`src/rtl/ex_operand_stage_pkg.sv`:
```
// Shared encodings for the ID/EX operand stage: operand-select codes beside the ALU opcodes,
// plus the register-match helper used by forwarding.
package ex_operand_stage_pkg;

   localparam int REG_IDX_W = 5;

   typedef enum logic [1:0] {
      OPA_RS1  = 2'd0,
      OPA_PC   = 2'd1,
      OPA_ZERO = 2'd2
   } opa_sel_e;

   typedef enum logic [1:0] {
      OPB_RS2  = 2'd0,
      OPB_IMM  = 2'd1,
      OPB_FOUR = 2'd2
   } opb_sel_e;

   localparam logic [4:0] ALU_ADD = 5'd0;
   localparam logic [4:0] ALU_SUB = 5'd1;
   localparam logic [4:0] ALU_AND = 5'd2;
   localparam logic [4:0] ALU_OR  = 5'd3;
   localparam logic [4:0] ALU_XOR = 5'd4;

   // x0 is hard-wired, so a producer targeting it never forwards.
   function automatic logic reg_match(input logic wen,
                                      input logic [REG_IDX_W-1:0] rd,
                                      input logic [REG_IDX_W-1:0] rs);
      return wen && (rd == rs) && (rs != '0);
   endfunction

endpackage

```
`src/rtl/ex_operand_stage_fwd_resolve.sv`:
```
// Forwarding resolver for one source register: MEM beats WB beats the stored value,
// and reports when the MEM producer is a load whose data is not yet available.
module ex_operand_stage_fwd_resolve
   import ex_operand_stage_pkg::*;
#(
   parameter int XLEN = 32
) (
   input  logic [REG_IDX_W-1:0] rs,
   input  logic [XLEN-1:0]      stored_val,
   input  logic                 mem_wen,
   input  logic [REG_IDX_W-1:0] mem_rd,
   input  logic [XLEN-1:0]      mem_val,
   input  logic                 mem_is_load,
   input  logic                 wb_wen,
   input  logic [REG_IDX_W-1:0] wb_rd,
   input  logic [XLEN-1:0]      wb_val,
   output logic [XLEN-1:0]      fwd_val,
   output logic                 load_hazard
);

   logic mem_hit;
   logic wb_hit;

   always_comb begin
      mem_hit     = reg_match(mem_wen, mem_rd, rs);
      wb_hit      = reg_match(wb_wen, wb_rd, rs);
      load_hazard = mem_hit && mem_is_load;
      fwd_val     = stored_val;
      if (rs == '0) begin
         fwd_val = '0;
      end else if (mem_hit) begin
         fwd_val = mem_val;
      end else if (wb_hit) begin
         fwd_val = wb_val;
      end
   end

endmodule

```
`src/rtl/ex_operand_stage.sv`:
```
// ID/EX register feeding the ALU: one held instruction, live operand forwarding,
// valid/ready handshake with flush and load-use interlock.
module ex_operand_stage
   import ex_operand_stage_pkg::*;
#(
   parameter int XLEN   = 32,
   parameter int CTRL_W = 5
) (
   input  logic                 clk,
   input  logic                 reset,
   input  logic                 in_valid,
   output logic                 in_ready,
   input  logic [XLEN-1:0]      in_pc,
   input  logic [XLEN-1:0]      in_imm,
   input  logic [REG_IDX_W-1:0] in_rs1,
   input  logic [REG_IDX_W-1:0] in_rs2,
   input  logic [XLEN-1:0]      in_rs1_val,
   input  logic [XLEN-1:0]      in_rs2_val,
   input  logic [REG_IDX_W-1:0] in_rd,
   input  logic [1:0]           in_opa_sel,
   input  logic [1:0]           in_opb_sel,
   input  logic [CTRL_W-1:0]    in_alu_control,
   input  logic                 flush,
   input  logic                 mem_wen,
   input  logic [REG_IDX_W-1:0] mem_rd,
   input  logic [XLEN-1:0]      mem_val,
   input  logic                 mem_is_load,
   input  logic                 wb_wen,
   input  logic [REG_IDX_W-1:0] wb_rd,
   input  logic [XLEN-1:0]      wb_val,
   output logic                 out_valid,
   input  logic                 out_ready,
   output logic [XLEN-1:0]      a,
   output logic [XLEN-1:0]      b,
   output logic [CTRL_W-1:0]    alu_control,
   output logic [XLEN-1:0]      store_data,
   output logic [REG_IDX_W-1:0] out_rd,
   output logic [XLEN-1:0]      out_pc,
   output logic                 load_use_stall
);

   logic                 held_valid_reg;
   logic [XLEN-1:0]      pc_reg;
   logic [XLEN-1:0]      imm_reg;
   logic [REG_IDX_W-1:0] rs1_reg;
   logic [REG_IDX_W-1:0] rs2_reg;
   logic [XLEN-1:0]      rs1_val_reg;
   logic [XLEN-1:0]      rs2_val_reg;
   logic [REG_IDX_W-1:0] rd_reg;
   logic [1:0]           opa_sel_reg;
   logic [1:0]           opb_sel_reg;
   logic [CTRL_W-1:0]    alu_control_reg;

   logic [XLEN-1:0] rs1_fwd;
   logic [XLEN-1:0] rs2_fwd;
   logic            rs1_hazard;
   logic            rs2_hazard;
   logic            retire;
   logic            capture;

   ex_operand_stage_fwd_resolve #(.XLEN(XLEN)) fwd_rs1 (
      .rs          (rs1_reg),
      .stored_val  (rs1_val_reg),
      .mem_wen     (mem_wen),
      .mem_rd      (mem_rd),
      .mem_val     (mem_val),
      .mem_is_load (mem_is_load),
      .wb_wen      (wb_wen),
      .wb_rd       (wb_rd),
      .wb_val      (wb_val),
      .fwd_val     (rs1_fwd),
      .load_hazard (rs1_hazard)
   );

   ex_operand_stage_fwd_resolve #(.XLEN(XLEN)) fwd_rs2 (
      .rs          (rs2_reg),
      .stored_val  (rs2_val_reg),
      .mem_wen     (mem_wen),
      .mem_rd      (mem_rd),
      .mem_val     (mem_val),
      .mem_is_load (mem_is_load),
      .wb_wen      (wb_wen),
      .wb_rd       (wb_rd),
      .wb_val      (wb_val),
      .fwd_val     (rs2_fwd),
      .load_hazard (rs2_hazard)
   );

   // rs2 always feeds store_data, so its hazard stalls regardless of the B select.
   always_comb begin
      load_use_stall = held_valid_reg &&
                       ((rs1_hazard && (opa_sel_reg == OPA_RS1)) || rs2_hazard);
      out_valid      = held_valid_reg && !load_use_stall;
      retire         = out_valid && out_ready;
      in_ready       = !flush && (!held_valid_reg || retire);
      capture        = in_valid && in_ready;
   end

   always_comb begin
      a = '0;
      case (opa_sel_reg)
         OPA_RS1: a = rs1_fwd;
         OPA_PC:  a = pc_reg;
         default: a = '0;
      endcase
      b = '0;
      case (opb_sel_reg)
         OPB_RS2:  b = rs2_fwd;
         OPB_IMM:  b = imm_reg;
         OPB_FOUR: b = XLEN'(4);
         default:  b = '0;
      endcase
   end

   assign store_data  = rs2_fwd;
   assign out_rd      = rd_reg;
   assign out_pc      = pc_reg;
   assign alu_control = alu_control_reg;

   always_ff @(posedge clk) begin
      if (reset) begin
         held_valid_reg  <= 1'b0;
         pc_reg          <= '0;
         imm_reg         <= '0;
         rs1_reg         <= '0;
         rs2_reg         <= '0;
         rs1_val_reg     <= '0;
         rs2_val_reg     <= '0;
         rd_reg          <= '0;
         opa_sel_reg     <= '0;
         opb_sel_reg     <= '0;
         alu_control_reg <= '0;
      end else if (flush) begin
         held_valid_reg <= 1'b0;
      end else if (capture) begin
         held_valid_reg  <= 1'b1;
         pc_reg          <= in_pc;
         imm_reg         <= in_imm;
         rs1_reg         <= in_rs1;
         rs2_reg         <= in_rs2;
         rs1_val_reg     <= in_rs1_val;
         rs2_val_reg     <= in_rs2_val;
         rd_reg          <= in_rd;
         opa_sel_reg     <= in_opa_sel;
         opb_sel_reg     <= in_opb_sel;
         alu_control_reg <= in_alu_control;
      end else if (retire) begin
         held_valid_reg <= 1'b0;
      end else if (held_valid_reg) begin
         // Absorb producers while waiting; a pending load's MEM value is an address, not data.
         rs1_val_reg <= rs1_hazard ? rs1_val_reg : rs1_fwd;
         rs2_val_reg <= rs2_hazard ? rs2_val_reg : rs2_fwd;
      end
   end

endmodule

```
`config.mk`:
```
export PLATFORM = sky130hd
export DESIGN_NAME = ex_operand_stage
export DESIGN_NICKNAME = d
export VERILOG_FILES = /design/src/rtl/ex_operand_stage_pkg.sv /design/src/rtl/ex_operand_stage_fwd_resolve.sv /design/src/rtl/ex_operand_stage.sv
export SDC_FILE = /design/constraint.sdc
export NUM_CORES = 1
export LEC_CHECK = 0
export ABC_CLOCK_PERIOD_IN_PS = 5010
export BUFFER_PORTS_ARGS = -buffer_cell sky130_fd_sc_hd__buf_2
export CAP_MARGIN = 25
export CORE_AREA = 4 4 143 145
export CTS_CLUSTER_SIZE = 10
export DETAILED_ROUTE_END_ITERATION = 12
export DIE_AREA = 0 0 147 149
export PLACE_DENSITY = 0.77
export SLEW_MARGIN = 20
export SYNTH_ARGS = -nofsm -noshare
export SYNTH_HDL_FRONTEND = slang
export SYNTH_SLANG_ARGS = --single-unit
export TNS_END_PERCENT = 30
```
`constraint.sdc`:
```
create_clock -name clk -period 5.01 [get_ports clk]
set_input_delay 0 -clock clk [delete_from_list [all_inputs] [get_ports clk]]
set_output_delay 0 -clock clk [all_outputs]
set_load 0.005 [all_outputs]
```
# --- Word level (Yosys, flattened, before mapping) ---
# Cells that the tools add are included.
op_classes:
  mul: 0
  n_bitwise: 1
  eq_ne: 10
  addsub: 0
  mux: 18
  n_shift: 0
  n_reduce_logical: 33
  div: 0
  n_lt_le_gt_ge: 0
op_table:
  columns: ["op", "n"]
  rows:
  - ["$mux W32", 14]
  - ["$pmux W32 S3", 1]
  - ["$pmux W32 S2", 1]
  - ["$eq A5 B5 Y1", 4]
  - ["$logic_and A1 B1 Y1", 16]
  - ["$logic_not A5 Y1", 2]
  - ["$reduce_bool A5 Y1", 2]
  - ["$reduce_and A4 Y1", 2]
  - ["$ne A2 B1 Y1 const B", 3]
  - ["$eq A2 B1 Y1 const B", 2]
  - ["$logic_not A2 Y1", 2]
  - ["$reduce_bool A2 Y1", 2]
  - ["$logic_not A1 Y1", 3]
  - ["$eq A2 B2 Y1 const B", 1]
  - ["$logic_or A1 B1 Y1", 2]
  - ["$mux W1", 2]
  - ["$reduce_and A2 Y1", 1]
  - ["$reduce_or A2 Y1", 1]
  - ["$not A1 Y1", 1]
word_totals:
  in_bits: 234
  romBits: 0
  latchBits: 0
  ram_bits: 0
  output_inout_bits: 141
  regBits: 153
  mem_count: 0
  wordCells: 73

# --- Longest topological paths before layout ---
# Gate-level depths: netlist (run 1).
logic_depth:
  word_depth: 15
  depth_mapped: 9
  mapped_depth_nobuf: 8

# --- Cells and area by module ---
# From an unflattened synthesis (run 1), not the netlist that was laid out.
unflattened:
  hier_cells: 1263
  area_unflattened_um2: 9206.3
modules_own_cells:
  columns: ["mod", "area_each_um2", "seq_area_each_um2", "instances", "cells_per_inst"]
  rows:
  - ["ex_operand_stage", 7101.8, 3062.9, 1, 911]
  - ["ex_operand_stage_fwd_resolve", 1052.3, 0.0, 2, 176]

# --- Worst setup path after synthesis (run 1) ---
# No wires, ideal clock.
synth_timing:
  path_kind: "register -> register"
  from: "register rs2_reg[0]"
  to: "register rs2_val_reg[19]"
  required_time_ns: 4.919
  path_stages_with_launch: 10
  period_less_slack_ns: 2.231
  setup_slack_ns: 2.779
  path_buffers: 2
  setup_time_ns: 0.091
  arrival_time_ns: 2.140
  path_cell_list: "dfxtp_1 or4_4 nor2_8 nor3_2 o211ai_4 and3_1 buf_4 buf_4 nand2_1 a311oi_1"
synth_between:
  elab_chain_len: 14
  word_cells_on_any_way: 28
  classes_between: "4 x eq/ne; 7 x mux; 17 x reduce/logical"
synth_rtl:
  columns: ["element", "line_no", "rtl"]
  rows:
  - ["start: declaration", "ex_operand_stage.sv:46", "logic [REG_IDX_W-1:0] rs2_reg;"]
  - ["start signal: assignment", "ex_operand_stage.sv:140", "rs2_reg <= in_rs2;"]
  - ["$eq A5 B5 Y1", "ex_operand_stage_pkg.sv:29", "return wen && (rd == rs) && (rs != '0);"]
  - ["$logic_and A1 B1 Y1 (2 in a row)", "ex_operand_stage_pkg.sv:29", null]
  - ["$logic_and A1 B1 Y1", "ex_operand_stage_fwd_resolve.sv:27", "load_hazard = mem_hit && mem_is_load;"]
  - ["$logic_or A1 B1 Y1", "ex_operand_stage.sv:92", "((rs1_hazard && (opa_sel_reg == OPA_RS1)) || rs2_hazard);"]
  - ["$logic_and A1 B1 Y1", "ex_operand_stage.sv:91", "load_use_stall = held_valid_reg &&"]
  - ["$logic_not A1 Y1", "ex_operand_stage.sv:93", "out_valid = held_valid_reg && !load_use_stall;"]
  - ["$logic_and A1 B1 Y1", "ex_operand_stage.sv:93", null]
  - ["$logic_and A1 B1 Y1", "ex_operand_stage.sv:94", "retire = out_valid && out_ready;"]
  - ["$logic_or A1 B1 Y1", "ex_operand_stage.sv:95", "in_ready = !flush && (!held_valid_reg || retire);"]
  - ["$logic_and A1 B1 Y1", "ex_operand_stage.sv:95", null]
  - ["$logic_and A1 B1 Y1", "ex_operand_stage.sv:96", "capture = in_valid && in_ready;"]
  - ["$ne A2 B1 Y1 (no source line) or $reduce_bool A2 Y1 (tied branches)", null, null]
  - ["$reduce_and A4 Y1 (no source line)", null, null]
  - ["end signal: assignment", "ex_operand_stage.sv:142", "rs2_val_reg <= in_rs2_val;"]
  - ["end signal: assignment", "ex_operand_stage.sv:152", "rs2_val_reg <= rs2_hazard ? rs2_val_reg : rs2_fwd;"]
  - ["end: declaration", "ex_operand_stage.sv:48", "logic [XLEN-1:0] rs2_val_reg;"]
# Parallel ways exist; a longest one is shown, timed or not. The select of a mux whose other input is x is not followed.
# A chain may end at the register's enable or synchronous reset.

# --- Worst setup path in the final report (run 1) ---
layout_timing:
  from: "register rs2_reg[0]"
  to: "output b[2]"
layout_between:
  elab_chain_len: 7
  word_cells_on_any_way: 12
  classes_between: "2 x eq/ne; 4 x mux; 6 x reduce/logical"
layout_rtl:
  columns: ["element", "line_no", "rtl"]
  rows:
  - ["$eq A5 B5 Y1", "ex_operand_stage_pkg.sv:29", null]
  - ["$logic_and A1 B1 Y1 (2 in a row)", "ex_operand_stage_pkg.sv:29", null]
  - ["$mux W32", "ex_operand_stage_fwd_resolve.sv:33", "end else if (wb_hit) begin"]
  - ["$mux W32", "ex_operand_stage_fwd_resolve.sv:31", "end else if (mem_hit) begin"]
  - ["$mux W32 (*)", "ex_operand_stage_fwd_resolve.sv:29", "if (rs == '0) begin"]
  - ["$pmux W32 S3 (*)", "ex_operand_stage.sv:107", "case (opb_sel_reg)"]
  - ["end: declaration", "ex_operand_stage.sv:34", "output logic [XLEN-1:0] b,"]
# Mark *: on every way between the ends. The rest lies on a longest branch, timed or not.

==> results of run 1 <==
cell families (layout without fill, tap and decap cells):
logic type	after synthesis	count (layout)	share of synthesized area, %
DFF	153	153	35.26
xor gates and xnor gates	20	20	2.016
and+or+nand+nor	525	525	25.35
other	0	2	0
muxes	95	95	10.95
buffers and inverters	108	548	5.415
AOI/OAI and AO/OA	258	258	21.01
metrics by stage:
stage	total power [W]	worst slack, ns	cell area (sq um)
global route	0.003448	1.024	12490
detailed placement	0.001953	1.556	10650
floorplan	0.001679	2.779	8687
global placement	0.001939	1.588	10600
finish	0.003328	1.157	12500
CTS	0.003329	1.235	12490
cell usage after synthesis (2+ instances only):
cell      count  area share, %
a211oi_1     13            1.1
a211oi_2     20            2.9
a21oi_1      90            5.2
a221oi_1     32            3.2
a22oi_1      32            2.8
a311oi_1     32            3.2
buf_1        11           0.48
buf_2        28            1.6
buf_4         6           0.52
clkbuf_1     61            2.6
dfxtp_1     153             35
mux2i_1      95             11
nand2_1     274             12
nand2b_1     34            2.4
nand4_1       4           0.29
nor2_1      162            7.0
nor2_2        2           0.14
nor2b_1       3           0.22
nor3_1       35            2.0
o21ai_0      33            1.9
xnor2_1      16            1.6
xor2_1        4           0.40
tightest hold or removal path, delay by kind of cell:
kind	cells	cell delay, ns
buffers and inverters	1	0.07
AO/OA/AOI/OAI	1	0.06
AND/OR/NAND/NOR	2	0.23
cell usage in the layout (no fill, tap or decap), drive strengths merged, types with 20 or more instances in the layout:
cell           n
mux2i         95
a21oi         91
clkbuf        20
a221oi        32
nand2        274
nor3          36
a311oi        32
o21ai         33
dfxtp        153
nor2         165
buf          390
a211oi        33
dlygate4sd3  125
nand2b        34
a22oi         32
layout make-up:
| cell class | count | area share [%] |
|---|---|---|
| antenna | 2 | 0.04005 |
| clock buffer | 20 | 3.574 |
| timing repair buffer | 515 | 26.23 |
| clock inverter | 12 | 1.141 |
| sequential | 153 | 24.53 |
| multi-input combinational | 898 | 41.80 |
| inverter | 1 | 0.03004 |
| tap | 265 | 2.653 |
power groups by stage:
stage	clock, W	sequential, W	combinational (W)
final	0.00131	0.00134	0.000683
after global routing	0.00136	0.00134	0.000740
after CTS	0.00132	0.00133	0.000672
after detailed placement	0	0.00136	0.000592
after global placement	0	0.00136	0.000581
after floorplan	0	0.00135	0.000332
layer usage:
layer	vias to the layer above	track usage (%)
li1	4878	-
met1	4879	34.99
met2	572	55.43
met3	111	7.019
met4	4	14.07
met5	-	0
worst paths after layout:
| path | start | slack, ns | cells past startpoint | end |
|---|---|---|---|---|
| min | in_rs1_val[14] | 0.002 | 4 | rs1_val_reg[14] |
| min reg2reg | imm_reg[28] | 0.45 | 2 | imm_reg[28] |
| max | rs2_reg[0] | 1.16 | 10 | b[2] |
| max reg2reg | rs1_reg[4] | 1.51 | 8 | rs2_val_reg[30] |
==> impl_metrics.tcl, run 1 <==
set metrics [dict create \
    critPathArrivalTime_ns 3.85 \
    start_util_pct 45.23 \
    die_w_um 147 \
    grt_setup_unrepaired "false" \
    period_minus_slack_ns 3.853 \
    postCtsHoldBufs 125 \
    vias 10444 \
    worstPathRequired_ns 5.01 \
    outcome "finished, final reports clean" \
    top_layer "met5" \
    leakage_nw 5.183 \
    yosysSeqAreaShare_pct 35.26 \
    grt_pass1_wl_um 54430 \
    vias_per_cell 5.597 \
    nFillCells 1554 \
    clockBufferDepth 2 \
    numClockSinks 153 \
    synthFlopType "dfxtp_1" \
    p_per_area_mw_per_mm2 266.3 \
    grt_max_degree 68 \
    row_count 51 \
    dp_hpwl_um 23770 \
    cts_tree "built" \
    holdWs_ns 0.001967 \
    grt-ovfl-total 0 \
    synthArstFlopShare_pct 0 \
    cts_resized 0 \
    cts-root-buf "clkbuf_16" \
    comb_power_share_pct 20.5 \
    holdCritPathClass "in -> reg" \
    cp_common_cell "buf_4" \
    drt_iter0_markers 696 \
    max_freq_mhz 259.6 \
    slew_viol_final 0 \
    finalNetCount 1820 \
    worstMarginPinSlew_ns 1.023 \
    antenna_found_initial 3 \
    drive_above_1_share_pct 28.71 \
    syn-num-nets 1393 \
    totalWireLength_um 35320 \
    seqCellArea_sq_mm 0.003065 \
    multi_input_area_sq_mm 0.005224 \
    cp_top_family "buffers and inverters" \
    fin_crit_sh_pct 76.90 \
    die_area_sq_mm 0.02190 \
    final.setup_skew_ns 0.01042 \
    dp.cells 1707 \
    wl_met2_um 17660 \
    relSlewSlack_pct 31.82 \
    avgSynthCellArea_sq_um 7.495 \
    antenna_left 0 \
    maxCapViolCount 0 \
    final_hold_viol_count 0 \
    grt_pass1_vias 10317 \
    netlist_instances 1159 \
    wl_met3_um 2894 \
    wire_per_inst_um 18.93 \
    drc 0 \
    p_sw_share_pct 29.42 \
    cts.clk_slew.worst_paths_ns 0.06 \
    syn-cell-area_sq_mm 0.008687 \
    postCtsSetupRepairBufs 0 \
    first_pass_iters 5 \
    critPathKind "reg -> out" \
    port-buffer-count 374 \
    final_cells 1866 \
    netlist-cell-type-count 41 \
    p_seq_share_pct 40.2 \
    cts_buffers 17 \
    path_buf_inv 3 \
    synth_edf_count 0 \
    power.switching_w 0.0009792 \
    clk_latency_ns 0.42 \
    crit_slowest_cell "a211oi_1" \
    worstPathMaxFanout 34 \
    tns_ns 0 \
    start_kind "flop" \
    path_cells "or4_4 > nor2_8 > buf_4 > nor4_4 > buf_4 > mux2i_1 > a211oi_1 > nor3_1 > a21oi_1 > buf_2" \
    wl_met1_um 13170 \
    io_pins 375 \
    ctsHtreeMaxLevel 4 \
    ir_drop_uv 229.3 \
    clockPowerShare_pct 39.3 \
    ys_ff_latch 153 \
    worstSetupEndpointType "output pin" \
    area.growth.synth_to_final_pct 43.86 \
    place_congestion 0.9339 \
    die_h_um 149 \
    slowest_delay_ns 0.68 \
    grt_usage_pct 30.88 \
    core_area_sq_mm 0.01921 \
    internal-power_w 0.002349 \
    setup_viol 0 \
    post-route-util_pct 65.06 \
    yosysWarningCount 0 \
]
Power figures use the tool's default switching activity.
==> run 2, diff against run 1 <==
--- a/config.mk
+++ b/config.mk
@@ -5,14 +5,15 @@
 export SDC_FILE = /design/constraint.sdc
 export NUM_CORES = 1
 export LEC_CHECK = 0
-export ABC_CLOCK_PERIOD_IN_PS = 5010
+export ABC_AREA = 1
+export ABC_CLOCK_PERIOD_IN_PS = 3500
 export BUFFER_PORTS_ARGS = -buffer_cell sky130_fd_sc_hd__buf_2
 export CAP_MARGIN = 25
-export CORE_AREA = 4 4 143 145
+export CORE_AREA = 4 4 126 188
 export CTS_CLUSTER_SIZE = 10
 export DETAILED_ROUTE_END_ITERATION = 12
-export DIE_AREA = 0 0 147 149
-export PLACE_DENSITY = 0.77
+export DIE_AREA = 0 0 130 192
+export PLACE_DENSITY = 0.76
 export SLEW_MARGIN = 20
 export SYNTH_ARGS = -nofsm -noshare
 export SYNTH_HDL_FRONTEND = slang
==> constraint.sdc (replaced) <==
create_clock -name clk -period 3.5 [get_ports clk]
set_input_delay 0 -clock clk [delete_from_list [all_inputs] [get_ports clk]]
set_output_delay 0 -clock clk [all_outputs]
set_load 0.005 [all_outputs]
==> impl_metrics.tcl, run 2 <==
set metrics [dict create \
    slew_viol_final 0 \
    worstMarginPinSlew_ns 0.8614 \
    grt-ovfl-total 0 \
    synth_compound_area_share_pct 16.41 \
    row_count 67 \
    fin_crit_sh_pct 83.40 \
    antenna_left 0 \
    grt_pass1_wl_um 64050 \
    die_area_sq_mm 0.02496 \
    start_kind "flop" \
    ir_drop_uv 317.5 \
    yosysMostFrequentCell "nand2_1" \
    synthArstFlopShare_pct 0 \
    synth_top_area_share_pct 31.26 \
    finalNetCount 2358 \
    netlist-cell-type-count 30 \
    grt_max_degree 188 \
    syn-cell-area_sq_mm 0.009798 \
    worstPathRequired_ns 3.50 \
    synth_common_cells "nand2_1, inv_1, nor2_1" \
    fin_ws_ns 0.5810 \
    drt_iter0_markers 1473 \
    drive_above_1_share_pct 22.84 \
    netlist_instances 1672 \
    drc 0 \
    syn-num-nets 1906 \
    period_minus_slack_ns 2.919 \
    clk_latency_ns 0.44 \
    vias_per_cell 5.274 \
    synthSimpleGateAreaFrac_pct 36.19 \
    avgSynthCellArea_sq_um 5.860 \
    p_per_area_mw_per_mm2 372.0 \
    max_freq_mhz 342.6 \
    nFillCells 2025 \
    final_hold_viol_count 0 \
    synth-xor-area-share_pct 0.2682 \
    antenna_found_initial 14 \
    leakage_nw 7.445 \
    grt_usage_pct 32.63 \
    start_util_pct 44.27 \
    io_pins 375 \
    synthFlopType "dfxtp_1" \
    final_common_cell "nand2_1" \
    synth_edf_count 0 \
    place_congestion 0.9962 \
    critPathArrivalTime_ns 2.92 \
    die_w_um 130 \
    numClockSinks 153 \
    worstPathMaxFanout 33 \
    yosysSeqAreaShare_pct 31.26 \
    setup_viol 0 \
    totalWireLength_um 41970 \
    clockBufferDepth 2 \
    wire_per_inst_um 17.29 \
    cts_buffers 17 \
    synth.area.top_cells "dfxtp_1, nand2_1, inv_1, nor2_1, nand3_1" \
    final.setup_skew_ns 0.008354 \
    critPathKind "reg -> out" \
    core_area_sq_mm 0.02213 \
    first_pass_iters 9 \
    worstSetupEndpointType "output pin" \
    vias 12805 \
    outcome "finished, final reports clean" \
    ctsHtreeMaxLevel 4 \
    yosysWarningCount 0 \
    area.growth.synth_to_final_pct 41.74 \
    relSlewSlack_pct 42.57 \
    cts_tree "built" \
    holdCritPathClass "in -> reg" \
    ys_ff_latch 153 \
    cts.clk_slew.worst_paths_ns 0.07 \
    maxCapViolCount 0 \
    grt_setup_unrepaired "false" \
    yosysTopAreaCell "dfxtp_1" \
    grt_pass1_vias 12097 \
    port-buffer-count 374 \
    synth_top_family_by_area "simple AND/OR/NAND/NOR gates" \
    synth_fa_ha_area_share_pct 0 \
    layout_common_cells "nand2_1, buf_2, inv_1, nor2_1, dlygate4sd3_1" \
    preCtsSetupSlack_ns 1.072 \
    synthMuxAreaShare_pct 0 \
    tns_ns 0 \
    holdWs_ns 0.1383 \
    die_h_um 192 \
    dp_hpwl_um 27780 \
    cts-root-buf "clkbuf_16" \
]
run 2: cell types whose count changed after synthesis, moves of 35 or more:
cell     previous run  this run
mux2i_1            95         0
inv_2               0        41
nand4_1             4        66
nand2_1           274       427
o22ai_1             0        67
nand3_1             1       111
o21ai_0            33        69
nor2_1            162       206
nor3_1             35         0
inv_1               1       208
o21ai_1             0        79
run 2: final timing paths:
| path | start | end | slack [ns] | depth (start not counted) |
|---|---|---|---|---|
| max | rs1_reg[0] | a[2] | 0.58 | 13 |
| min | mem_val[7] | rs1_val_reg[7] | 0.14 | 9 |
| max reg2reg | rs1_reg[1] | out_rd[1] | 0.59 | 12 |
| min reg2reg | imm_reg[2] | imm_reg[2] | 0.45 | 2 |
run 2: worst max-delay path: stages (launching register included):
cell,delay (ns)
dfxtp_1,0.37
inv_2,0.06
nand3_1,0.08
nor2_1,0.06
inv_2,0.35
nand3_2,0.10
buf_4,0.26
nor2_2,0.13
buf_4,0.34
nand2_1,0.09
nand3_1,0.10
nand2_1,0.08
o22ai_1,0.26
buf_2,0.18
run 2: routing by layer:
metal / share of wire, % / track usage (%) / vias to the layer above / wire length (um)
li1: - / - / 6234 / -
met4: 5.8 / 18.60 / 0 / 2424
met3: 8.1 / 5.593 / 181 / 3383
met5: 0 / 0 / - / 0
met2: 47 / 52.78 / 752 / 19900
met1: 39 / 40.60 / 5638 / 16270
run 2: report_power, final:
part / total, W / switching [W] / internal [W] / leakage [nW]
sequential: 0.00192 / 0.0000561 / 0.00186 / 1.26
clock: 0.00180 / 0.000804 / 0.000994 / 0.255
combinational: 0.00145 / 0.000857 / 0.000592 / 5.93
total: 0.00517 / 0.00172 / 0.00345 / 7.45
run 2: cell type report:
type	instances	area, sq um	share of cell area (%)
flip-flops and latches	153	3063	22.05
clock inverters	11	100.1	0.7207
clock buffers	21	450.4	3.243
repair buffers	558	3721	26.79
well taps	276	345.3	2.486
diodes	15	37.54	0.2703
multi-input cells	1136	5200	37.44
inverters	258	970.9	6.991
run 2: metrics by stage:
stage,std cells,utilization (%),instance area (sq um),power [W]
finish,2428,62.75,13890,0.005166
global route,2427,62.74,13890,0.005402
CTS,2412,62.46,13820,0.005136
detailed placement,2217,52.60,11640,0.003209
global placement,2215,52.41,11600,0.003186
floorplan,1672,-,9798,0.002721
run 2: kinds of logic (layout without fill, tap and decap cells):
kind of cell / after synthesis / in the layout
compound gates: 304 / 304
flops: 153 / 153
buf+inv: 383 / 848
simple gates: 829 / 829
other cells: 0 / 15
xor+xnor: 3 / 3
run 2: what timing repair did:
item	4_1_cts	5_1_grt
hold buffers	163	0
endpoints found under the hold margin	152	0
setup endpoints to repair	0	0
buffers inserted	0	0
resized for setup	0	0
